**config.mk**
```make
export PLATFORM = sky130hd
export DESIGN_NAME = sort_mem_flat
export DESIGN_NICKNAME = d
export VERILOG_FILES = /design/src/rtl/sort_mem_if.sv /design/src/rtl/sort_mem.sv /design/src/flat_wrapper.sv
export SDC_FILE = /design/constraint.sdc
export NUM_CORES = 1
export LEC_CHECK = 0
export BUFFER_PORTS_ARGS = -buffer_cell sky130_fd_sc_hd__buf_2
export CAP_MARGIN = 20
export CELL_PAD_IN_SITES_DETAIL_PLACEMENT = 0
export CELL_PAD_IN_SITES_GLOBAL_PLACEMENT = 1
export CORE_MARGIN = 8
export CORE_UTILIZATION = 48
export DETAILED_ROUTE_END_ITERATION = 10
export PLACE_DENSITY_LB_ADDON = 0.1
export SYNTH_ARGS = -nofsm -noshare
export SYNTH_HDL_FRONTEND = slang
export SYNTH_SLANG_ARGS = --single-unit
```
**constraint.sdc**
```tcl
create_clock -name clk -period 3.1 [get_ports clk]
set_clock_uncertainty 0.2 [all_clocks]
set_input_delay 0.31 -clock clk [delete_from_list [all_inputs] [get_ports clk]]
set_output_delay 0.31 -clock clk [all_outputs]
set_load 0.03 [all_outputs]
```
**src/rtl/sort_mem_if.sv**
```systemverilog
// rtl/sort_mem_if.sv - read/write channel bundle between the sort datapath and sort_mem
interface sort_mem_if #(
    parameter int ADDR_WDTH = 4,
    parameter int DATA_WDTH = 32,
    parameter int RESP_WDTH = 1
);
    logic                 ar_valid;
    logic                 ar_ready;
    logic [ADDR_WDTH-1:0] ar_address;
    logic                 r_valid;
    logic                 r_ready;
    logic [DATA_WDTH-1:0] r_data;
    logic [RESP_WDTH-1:0] r_resp;
    logic                 aw_valid;
    logic                 aw_ready;
    logic [ADDR_WDTH-1:0] aw_address;
    logic                 w_valid;
    logic                 w_ready;
    logic [DATA_WDTH-1:0] w_data;
    logic                 b_valid;
    logic                 b_ready;
    logic [RESP_WDTH-1:0] b_resp;

    // datapath side
    modport master (
        output ar_valid, ar_address, r_ready,
        output aw_valid, aw_address, w_valid, w_data, b_ready,
        input  ar_ready, r_valid, r_data, r_resp,
        input  aw_ready, w_ready, b_valid, b_resp
    );

    // memory side
    modport slave (
        input  ar_valid, ar_address, r_ready,
        input  aw_valid, aw_address, w_valid, w_data, b_ready,
        output ar_ready, r_valid, r_data, r_resp,
        output aw_ready, w_ready, b_valid, b_resp
    );
endinterface

```
**src/rtl/sort_mem.sv**
```systemverilog
// rtl/sort_mem.sv - word memory with independent read/write handshake FSMs; SORT_MEM_CLR_EN clears storage on rst
module sort_mem #(
    parameter int ADDR_WDTH = 4,
    parameter int DATA_WDTH = 32,
    parameter int RESP_WDTH = 1,
    parameter int MEM_DEPTH = 16
) (
    input logic     clk,
    input logic     rst,
    sort_mem_if.slave bus
);
    localparam int                   NWORDS    = 1 << ADDR_WDTH;
    localparam logic [ADDR_WDTH:0]   DEPTH     = (ADDR_WDTH+1)'(MEM_DEPTH);
    localparam logic [RESP_WDTH-1:0] RESP_OKAY = '0;
    localparam logic [RESP_WDTH-1:0] RESP_ERR  = RESP_WDTH'(1);

    typedef enum logic {RD_IDLE, RD_RESP} rd_state_t;
    typedef enum logic {WR_IDLE, WR_RESP} wr_state_t;

    logic [DATA_WDTH-1:0] mem [NWORDS];

    rd_state_t            rd_state_q;
    logic                 ar_ready_q, r_valid_q;
    logic [DATA_WDTH-1:0] r_data_q;
    logic [RESP_WDTH-1:0] r_resp_q;

    wr_state_t            wr_state_q;
    logic                 aw_got_q, w_got_q;
    logic                 aw_ready_q, w_ready_q, b_valid_q;
    logic [RESP_WDTH-1:0] b_resp_q;
    logic [ADDR_WDTH-1:0] aw_addr_q;
    logic [DATA_WDTH-1:0] w_data_q;

    logic                 rd_in_range;
    logic                 aw_hs, w_hs, aw_got_d, w_got_d;
    logic                 wr_commit, wr_in_range;
    logic [ADDR_WDTH-1:0] wr_addr;
    logic [DATA_WDTH-1:0] wr_data;

    // Handshake decode; a commit uses either the captured beat or the one landing now
    always_comb begin
        rd_in_range = {1'b0, bus.ar_address} < DEPTH;
        aw_hs       = bus.aw_valid && aw_ready_q;
        w_hs        = bus.w_valid && w_ready_q;
        aw_got_d    = aw_got_q || aw_hs;
        w_got_d     = w_got_q || w_hs;
        wr_addr     = aw_got_q ? aw_addr_q : bus.aw_address;
        wr_data     = w_got_q ? w_data_q : bus.w_data;
        wr_in_range = {1'b0, wr_addr} < DEPTH;
        wr_commit   = !rst && (wr_state_q == WR_IDLE) && aw_got_d && w_got_d;
    end

    // Read FSM: sample the word on AR, hold it until R is consumed
    always_ff @(posedge clk) begin
        if (rst) begin
            rd_state_q <= RD_IDLE;
            ar_ready_q <= 1'b0;
            r_valid_q  <= 1'b0;
            r_data_q   <= '0;
            r_resp_q   <= RESP_OKAY;
        end else begin
            case (rd_state_q)
                RD_IDLE: begin
                    ar_ready_q <= 1'b1;
                    if (bus.ar_valid && ar_ready_q) begin
                        r_data_q   <= rd_in_range ? mem[bus.ar_address] : '0;
                        r_resp_q   <= rd_in_range ? RESP_OKAY : RESP_ERR;
                        r_valid_q  <= 1'b1;
                        ar_ready_q <= 1'b0;
                        rd_state_q <= RD_RESP;
                    end
                end
                default: begin
                    if (bus.r_ready) begin
                        r_valid_q  <= 1'b0;
                        ar_ready_q <= 1'b1;
                        rd_state_q <= RD_IDLE;
                    end
                end
            endcase
        end
    end

    // Write FSM: collect AW and W in any order, commit on the second, then answer on B
    always_ff @(posedge clk) begin
        if (rst) begin
            wr_state_q <= WR_IDLE;
            aw_got_q   <= 1'b0;
            w_got_q    <= 1'b0;
            aw_ready_q <= 1'b0;
            w_ready_q  <= 1'b0;
            b_valid_q  <= 1'b0;
            b_resp_q   <= RESP_OKAY;
            aw_addr_q  <= '0;
            w_data_q   <= '0;
        end else begin
            case (wr_state_q)
                WR_IDLE: begin
                    if (aw_hs) aw_addr_q <= bus.aw_address;
                    if (w_hs)  w_data_q  <= bus.w_data;
                    if (wr_commit) begin
                        aw_got_q   <= 1'b0;
                        w_got_q    <= 1'b0;
                        aw_ready_q <= 1'b0;
                        w_ready_q  <= 1'b0;
                        b_valid_q  <= 1'b1;
                        b_resp_q   <= wr_in_range ? RESP_OKAY : RESP_ERR;
                        wr_state_q <= WR_RESP;
                    end else begin
                        aw_got_q   <= aw_got_d;
                        w_got_q    <= w_got_d;
                        aw_ready_q <= !aw_got_d;
                        w_ready_q  <= !w_got_d;
                    end
                end
                default: begin
                    if (bus.b_ready) begin
                        b_valid_q  <= 1'b0;
                        aw_ready_q <= 1'b1;
                        w_ready_q  <= 1'b1;
                        wr_state_q <= WR_IDLE;
                    end
                end
            endcase
        end
    end

`ifdef SORT_MEM_CLR_EN
    // Storage: cleared while rst is high, otherwise written on an in-range commit
    always_ff @(posedge clk) begin
        if (rst) begin
            for (int i = 0; i < NWORDS; i++) mem[i] <= '0;
        end else if (wr_commit && wr_in_range) begin
            mem[wr_addr] <= wr_data;
        end
    end
`else
    // Storage: contents survive reset; written only on an in-range commit
    always_ff @(posedge clk) begin
        if (wr_commit && wr_in_range) mem[wr_addr] <= wr_data;
    end
`endif

    assign bus.ar_ready = ar_ready_q;
    assign bus.r_valid  = r_valid_q;
    assign bus.r_data   = r_data_q;
    assign bus.r_resp   = r_resp_q;
    assign bus.aw_ready = aw_ready_q;
    assign bus.w_ready  = w_ready_q;
    assign bus.b_valid  = b_valid_q;
    assign bus.b_resp   = b_resp_q;
endmodule

```
**src/flat_wrapper.sv**
```systemverilog
// flat-port wrapper written by rule: the top's interface ports become plain ports
module sort_mem_flat 
#(
    parameter int ADDR_WDTH = 4,
    parameter int DATA_WDTH = 32,
    parameter int RESP_WDTH = 1,
    parameter int MEM_DEPTH = 16
)
  (clk, rst, bus_ar_valid, bus_ar_address, bus_r_ready, bus_aw_valid, bus_aw_address, bus_w_valid, bus_w_data, bus_b_ready, bus_ar_ready, bus_r_valid, bus_r_data, bus_r_resp, bus_aw_ready, bus_w_ready, bus_b_valid, bus_b_resp);
  sort_mem_if #(.ADDR_WDTH(ADDR_WDTH), .DATA_WDTH(DATA_WDTH), .RESP_WDTH(RESP_WDTH)) bus_i ();
  input logic clk;
  input logic rst;
  input wire logic [$bits(bus_i.ar_valid)-1:0] bus_ar_valid;
  input wire logic [$bits(bus_i.ar_address)-1:0] bus_ar_address;
  input wire logic [$bits(bus_i.r_ready)-1:0] bus_r_ready;
  input wire logic [$bits(bus_i.aw_valid)-1:0] bus_aw_valid;
  input wire logic [$bits(bus_i.aw_address)-1:0] bus_aw_address;
  input wire logic [$bits(bus_i.w_valid)-1:0] bus_w_valid;
  input wire logic [$bits(bus_i.w_data)-1:0] bus_w_data;
  input wire logic [$bits(bus_i.b_ready)-1:0] bus_b_ready;
  output wire logic [$bits(bus_i.ar_ready)-1:0] bus_ar_ready;
  output wire logic [$bits(bus_i.r_valid)-1:0] bus_r_valid;
  output wire logic [$bits(bus_i.r_data)-1:0] bus_r_data;
  output wire logic [$bits(bus_i.r_resp)-1:0] bus_r_resp;
  output wire logic [$bits(bus_i.aw_ready)-1:0] bus_aw_ready;
  output wire logic [$bits(bus_i.w_ready)-1:0] bus_w_ready;
  output wire logic [$bits(bus_i.b_valid)-1:0] bus_b_valid;
  output wire logic [$bits(bus_i.b_resp)-1:0] bus_b_resp;
  assign bus_i.ar_valid = bus_ar_valid;
  assign bus_i.ar_address = bus_ar_address;
  assign bus_i.r_ready = bus_r_ready;
  assign bus_i.aw_valid = bus_aw_valid;
  assign bus_i.aw_address = bus_aw_address;
  assign bus_i.w_valid = bus_w_valid;
  assign bus_i.w_data = bus_w_data;
  assign bus_i.b_ready = bus_b_ready;
  assign bus_ar_ready = bus_i.ar_ready;
  assign bus_r_valid = bus_i.r_valid;
  assign bus_r_data = bus_i.r_data;
  assign bus_r_resp = bus_i.r_resp;
  assign bus_aw_ready = bus_i.aw_ready;
  assign bus_w_ready = bus_i.w_ready;
  assign bus_b_valid = bus_i.b_valid;
  assign bus_b_resp = bus_i.b_resp;
  sort_mem #(.ADDR_WDTH(ADDR_WDTH), .DATA_WDTH(DATA_WDTH), .RESP_WDTH(RESP_WDTH), .MEM_DEPTH(MEM_DEPTH)) u_core (.clk(clk), .rst(rst), .bus(bus_i));
endmodule
```
==> qor.yml <==
die_area_sq_mm: 0.0545
synth_top_area_frac: 0.677
min_from: "bus_w_valid"
num_rows: 79
grt_max_degree: 54
synth_top_cell_by_area: "edfxtp_1"
rsz0062_at_grt: "false"
cts_tree: "done"
powerDensity_mw_per_mm2: 649
clock_latency_ns: 0.61
worst-setup-path-type: "reg2reg"
holdPathEnd: "u_core.w_data_q[25]$_SDFFE_PP0P_"
slew-limit-headroom: 0.327
dr.pass1.iters: 5
htreeDepth: 2
fin_util: 0.569
initial_core_util: 0.487
cts_root_buf: "clkbuf_16"
whs_path_depth: 5
tightest_slew_ns: 1.01
area.growth.synth_to_final_pct: 17.0
drt-total-wl_um: 51500
reg2reg_slack_ns: 0.44
p_sw_frac: 0.214
cp_data_arrival_time_ns: 2.75
r2r_start: "u_core.aw_got_q$_SDFFE_PP0N_"
hpwl_um: 30700
cp.depth: 5
grt.overflow.total: 0
die_y_um: 233
max_freq_mhz: 375
cts_setup_buffers: 0
viasPerCell: 5.66
setup_tns_ns: 0
hold_violations: 0
leakagePower_nw: 9.02
clock_path_buffers: 3
critPathSlowestCell: "dfxtp_1"
r2r_end: "u_core.mem[9][1]$_DFFE_PP_"
yosysUniqueCellTypes: 41
drt-initial-drc-count: 943
crit_required_ns: 3.19
antenna_found_initial: 1
seq_power_share: 0.512
comb_power_share: 0.064
cp_num_buf_inv: 1
grt_pass1_vias: 12183
multi_input_area_sq_mm: 0.00536
io_pins: 86
yosys-top-cells-area: "edfxtp_1, mux4_2, mux2i_1, dfxtp_1, a22oi_1"
finalCritPeriodShare: 0.860
setup-violations-final: 0
mostFrequentLayoutCells: "edfxtp_1, mux2i_1, buf_2, dfxtp_1, nand2_1"
slew_viol_final: 0
clkPwrFrac: 0.424
routedWlPerCell_um: 25.1
cts_num_sinks: 589
drcViolationCount: 0
hp-class: "in2reg"
critPathTopFamily: "simple AND/OR/NAND/NOR gates"
status: "complete, no violations"
final_common_cell: "edfxtp_1"
syn_area_per_cell_sq_um: 18.5
seqCellArea_sq_mm: 0.0169
dp_cells: 1892
grt_usage: 0.191
crit_path_start_kind: "register"
numPortBuffers: 83
fillers: 3622
path_max_fanout: 17
p_total_mw: 17.2
endpoint_kind: "register"
intPower_mw: 13.5
yosysWarnings: 0
cts_buffers: 60
die_w_um: 233
vdd_drop_max_v: 0.000468
diodes: 0
synth_seq_cells: 589
finalCriticalPeriod_ns: 2.66
syn_area_sq_mm: 0.0227
drv_cap: 0
layout.nets: 1439
synth_cells: 1225
p_switching_mw: 3.69
slowest_delay_ns: 0.61
core_region_area_sq_mm: 0.0467
gp_congestion: 0.734
num_vias: 11601
path_cells: "a21oi_1, nor4_4, nand3_1, nor2_4, buf_4"
final_cells: 2049
ant_nets: 0
drive_gt1_frac: 0.237
clkTransAtPathRegs_ns: 0.06
grt_pass1_wl_um: 76900
reg2regPathDepth: 5
synth.yosys.seq_area_share: 0.745
==> state kept, by name, summed over array words and instances, names as in the netlist <==
signal,count
u_core.w_data_q,32
u_core.bus.r_valid,1
u_core.w_got_q,1
u_core.aw_got_q,1
u_core.bus.w_ready,1
u_core.bus.ar_ready,1
u_core.wr_state_q,1
u_core.rd_state_q,1
u_core.mem,512
u_core.bus.r_data,32
u_core.aw_addr_q,4
u_core.bus.aw_ready,1
u_core.bus.b_valid,1
==> synthesized netlist by cell type <==
| cell type | count |
|---|---|
| edfxtp_1 | 512 |
| mux2i_1 | 155 |
| dfxtp_1 | 77 |
| nand2_1 | 72 |
| mux4_2 | 69 |
| a22oi_1 | 59 |
| a21oi_1 | 38 |
| mux2_2 | 34 |
| a32oi_1 | 33 |
| o21ai_1 | 32 |
| nor2_1 | 30 |
| buf_2 | 28 |
| clkbuf_1 | 17 |
| buf_12 | 8 |
| nand2b_1 | 8 |
| buf_4 | 6 |
| buf_6 | 5 |
| nor2b_1 | 5 |
| buf_8 | 4 |
| nand3_1 | 4 |
| nor3_1 | 4 |
| inv_1 | 3 |
| and2_1 | 2 |
| buf_1 | 2 |
| clkbuf_4 | 2 |
| a211oi_1 | 1 |
| a21oi_2 | 1 |
| a31o_1 | 1 |
| a31oi_1 | 1 |
| and2b_1 | 1 |
| and4bb_1 | 1 |
| clkbuf_2 | 1 |
| conb_1 | 1 |
| nand3b_1 | 1 |
| nor2_2 | 1 |
| nor2_4 | 1 |
| nor4_4 | 1 |
| o21a_1 | 1 |
| o21bai_1 | 1 |
| o32a_1 | 1 |
| or2_1 | 1 |
==> cells by family after synthesis <==
group / synth area share
DFF: 0.745
muxes: 0.154
AOI/OAI and AO/OA: 0.0502
and+or+nand+nor: 0.0260
buffers and inverters: 0.0249
other: 0.000165
==> cell type report <==
| class | instances | area share |
|---|---|---|
| sequential | 589 | 0.637 |
| multi-input combinational | 561 | 0.202 |
| clock buffer | 79 | 0.0604 |
| timing repair buffer | 177 | 0.0572 |
| tap | 607 | 0.0286 |
| clock inverter | 33 | 0.0146 |
| inverter | 3 | 0.000424 |
==> timing repair <==
action,CTS,global route
hold buffers,44,0
hold endpoints to repair,50,0
endpoints found under the setup margin,0,0
gates resized for setup,0,0
==> metrics by stage <==
step | worst slack, ns | cell area [sq um] | hold slack (ns)
2_1_floorplan | -0.143 | 22700 | 0.233
3_3_place_gp | 0.453 | 24100 | 0.238
3_5_place_dp | 0.396 | 24100 | 0.247
4_1_cts | 0.382 | 26600 | 0.0264
5_1_grt | 0.202 | 26600 | 0.0844
6_report | 0.435 | 26600 | 0.0476
==> power groups by stage <==
| stage | sequential [mW] | clock (mW) | combinational (mW) |
|---|---|---|---|
| after floorplan | 9.04 | 0 | 0.632 |
| after global placement | 8.99 | 0 | 1.05 |
| after detailed placement | 9.00 | 0 | 1.07 |
| after CTS | 8.83 | 7.46 | 1.11 |
| after global routing | 8.83 | 7.75 | 1.19 |
| final | 8.83 | 7.30 | 1.10 |
==> tightest hold or removal path, cell delays in order <==
cell and delay (ns):
buf_2 0.11, nand2_1 0.11, nor2_4 0.13, nand2_1 0.10
a21oi_1 0.05
==> routing by layer <==
| layer | part of all wire | up-vias | global-route usage | routed length, um |
|---|---|---|---|---|
| li1 | - | 5265 | - | - |
| met1 | 0.44 | 6046 | 0.252 | 22500 |
| met2 | 0.50 | 226 | 0.329 | 25800 |
| met3 | 0.044 | 64 | 0.0341 | 2260 |
| met4 | 0.017 | 0 | 0.0466 | 891 |
| met5 | 0 | - | 0 | 0 |
==> worst max-delay path by stage <==
stage	start	to
global placement	u_core.aw_got_q$_SDFFE_PP0N_	u_core.mem[8][1]$_DFFE_PP_
detailed placement	u_core.aw_got_q$_SDFFE_PP0N_	u_core.mem[8][4]$_DFFE_PP_
floorplan	u_core.bus.aw_ready$_SDFFE_PP0P_	u_core.mem[4][0]$_DFFE_PP_
CTS	u_core.aw_got_q$_SDFFE_PP0N_	u_core.mem[9][17]$_DFFE_PP_
finish	u_core.aw_got_q$_SDFFE_PP0N_	u_core.mem[9][1]$_DFFE_PP_
global route	u_core.aw_got_q$_SDFFE_PP0N_	u_core.mem[9][17]$_DFFE_PP_
Note: power is estimated with default switching activity, not from simulation.
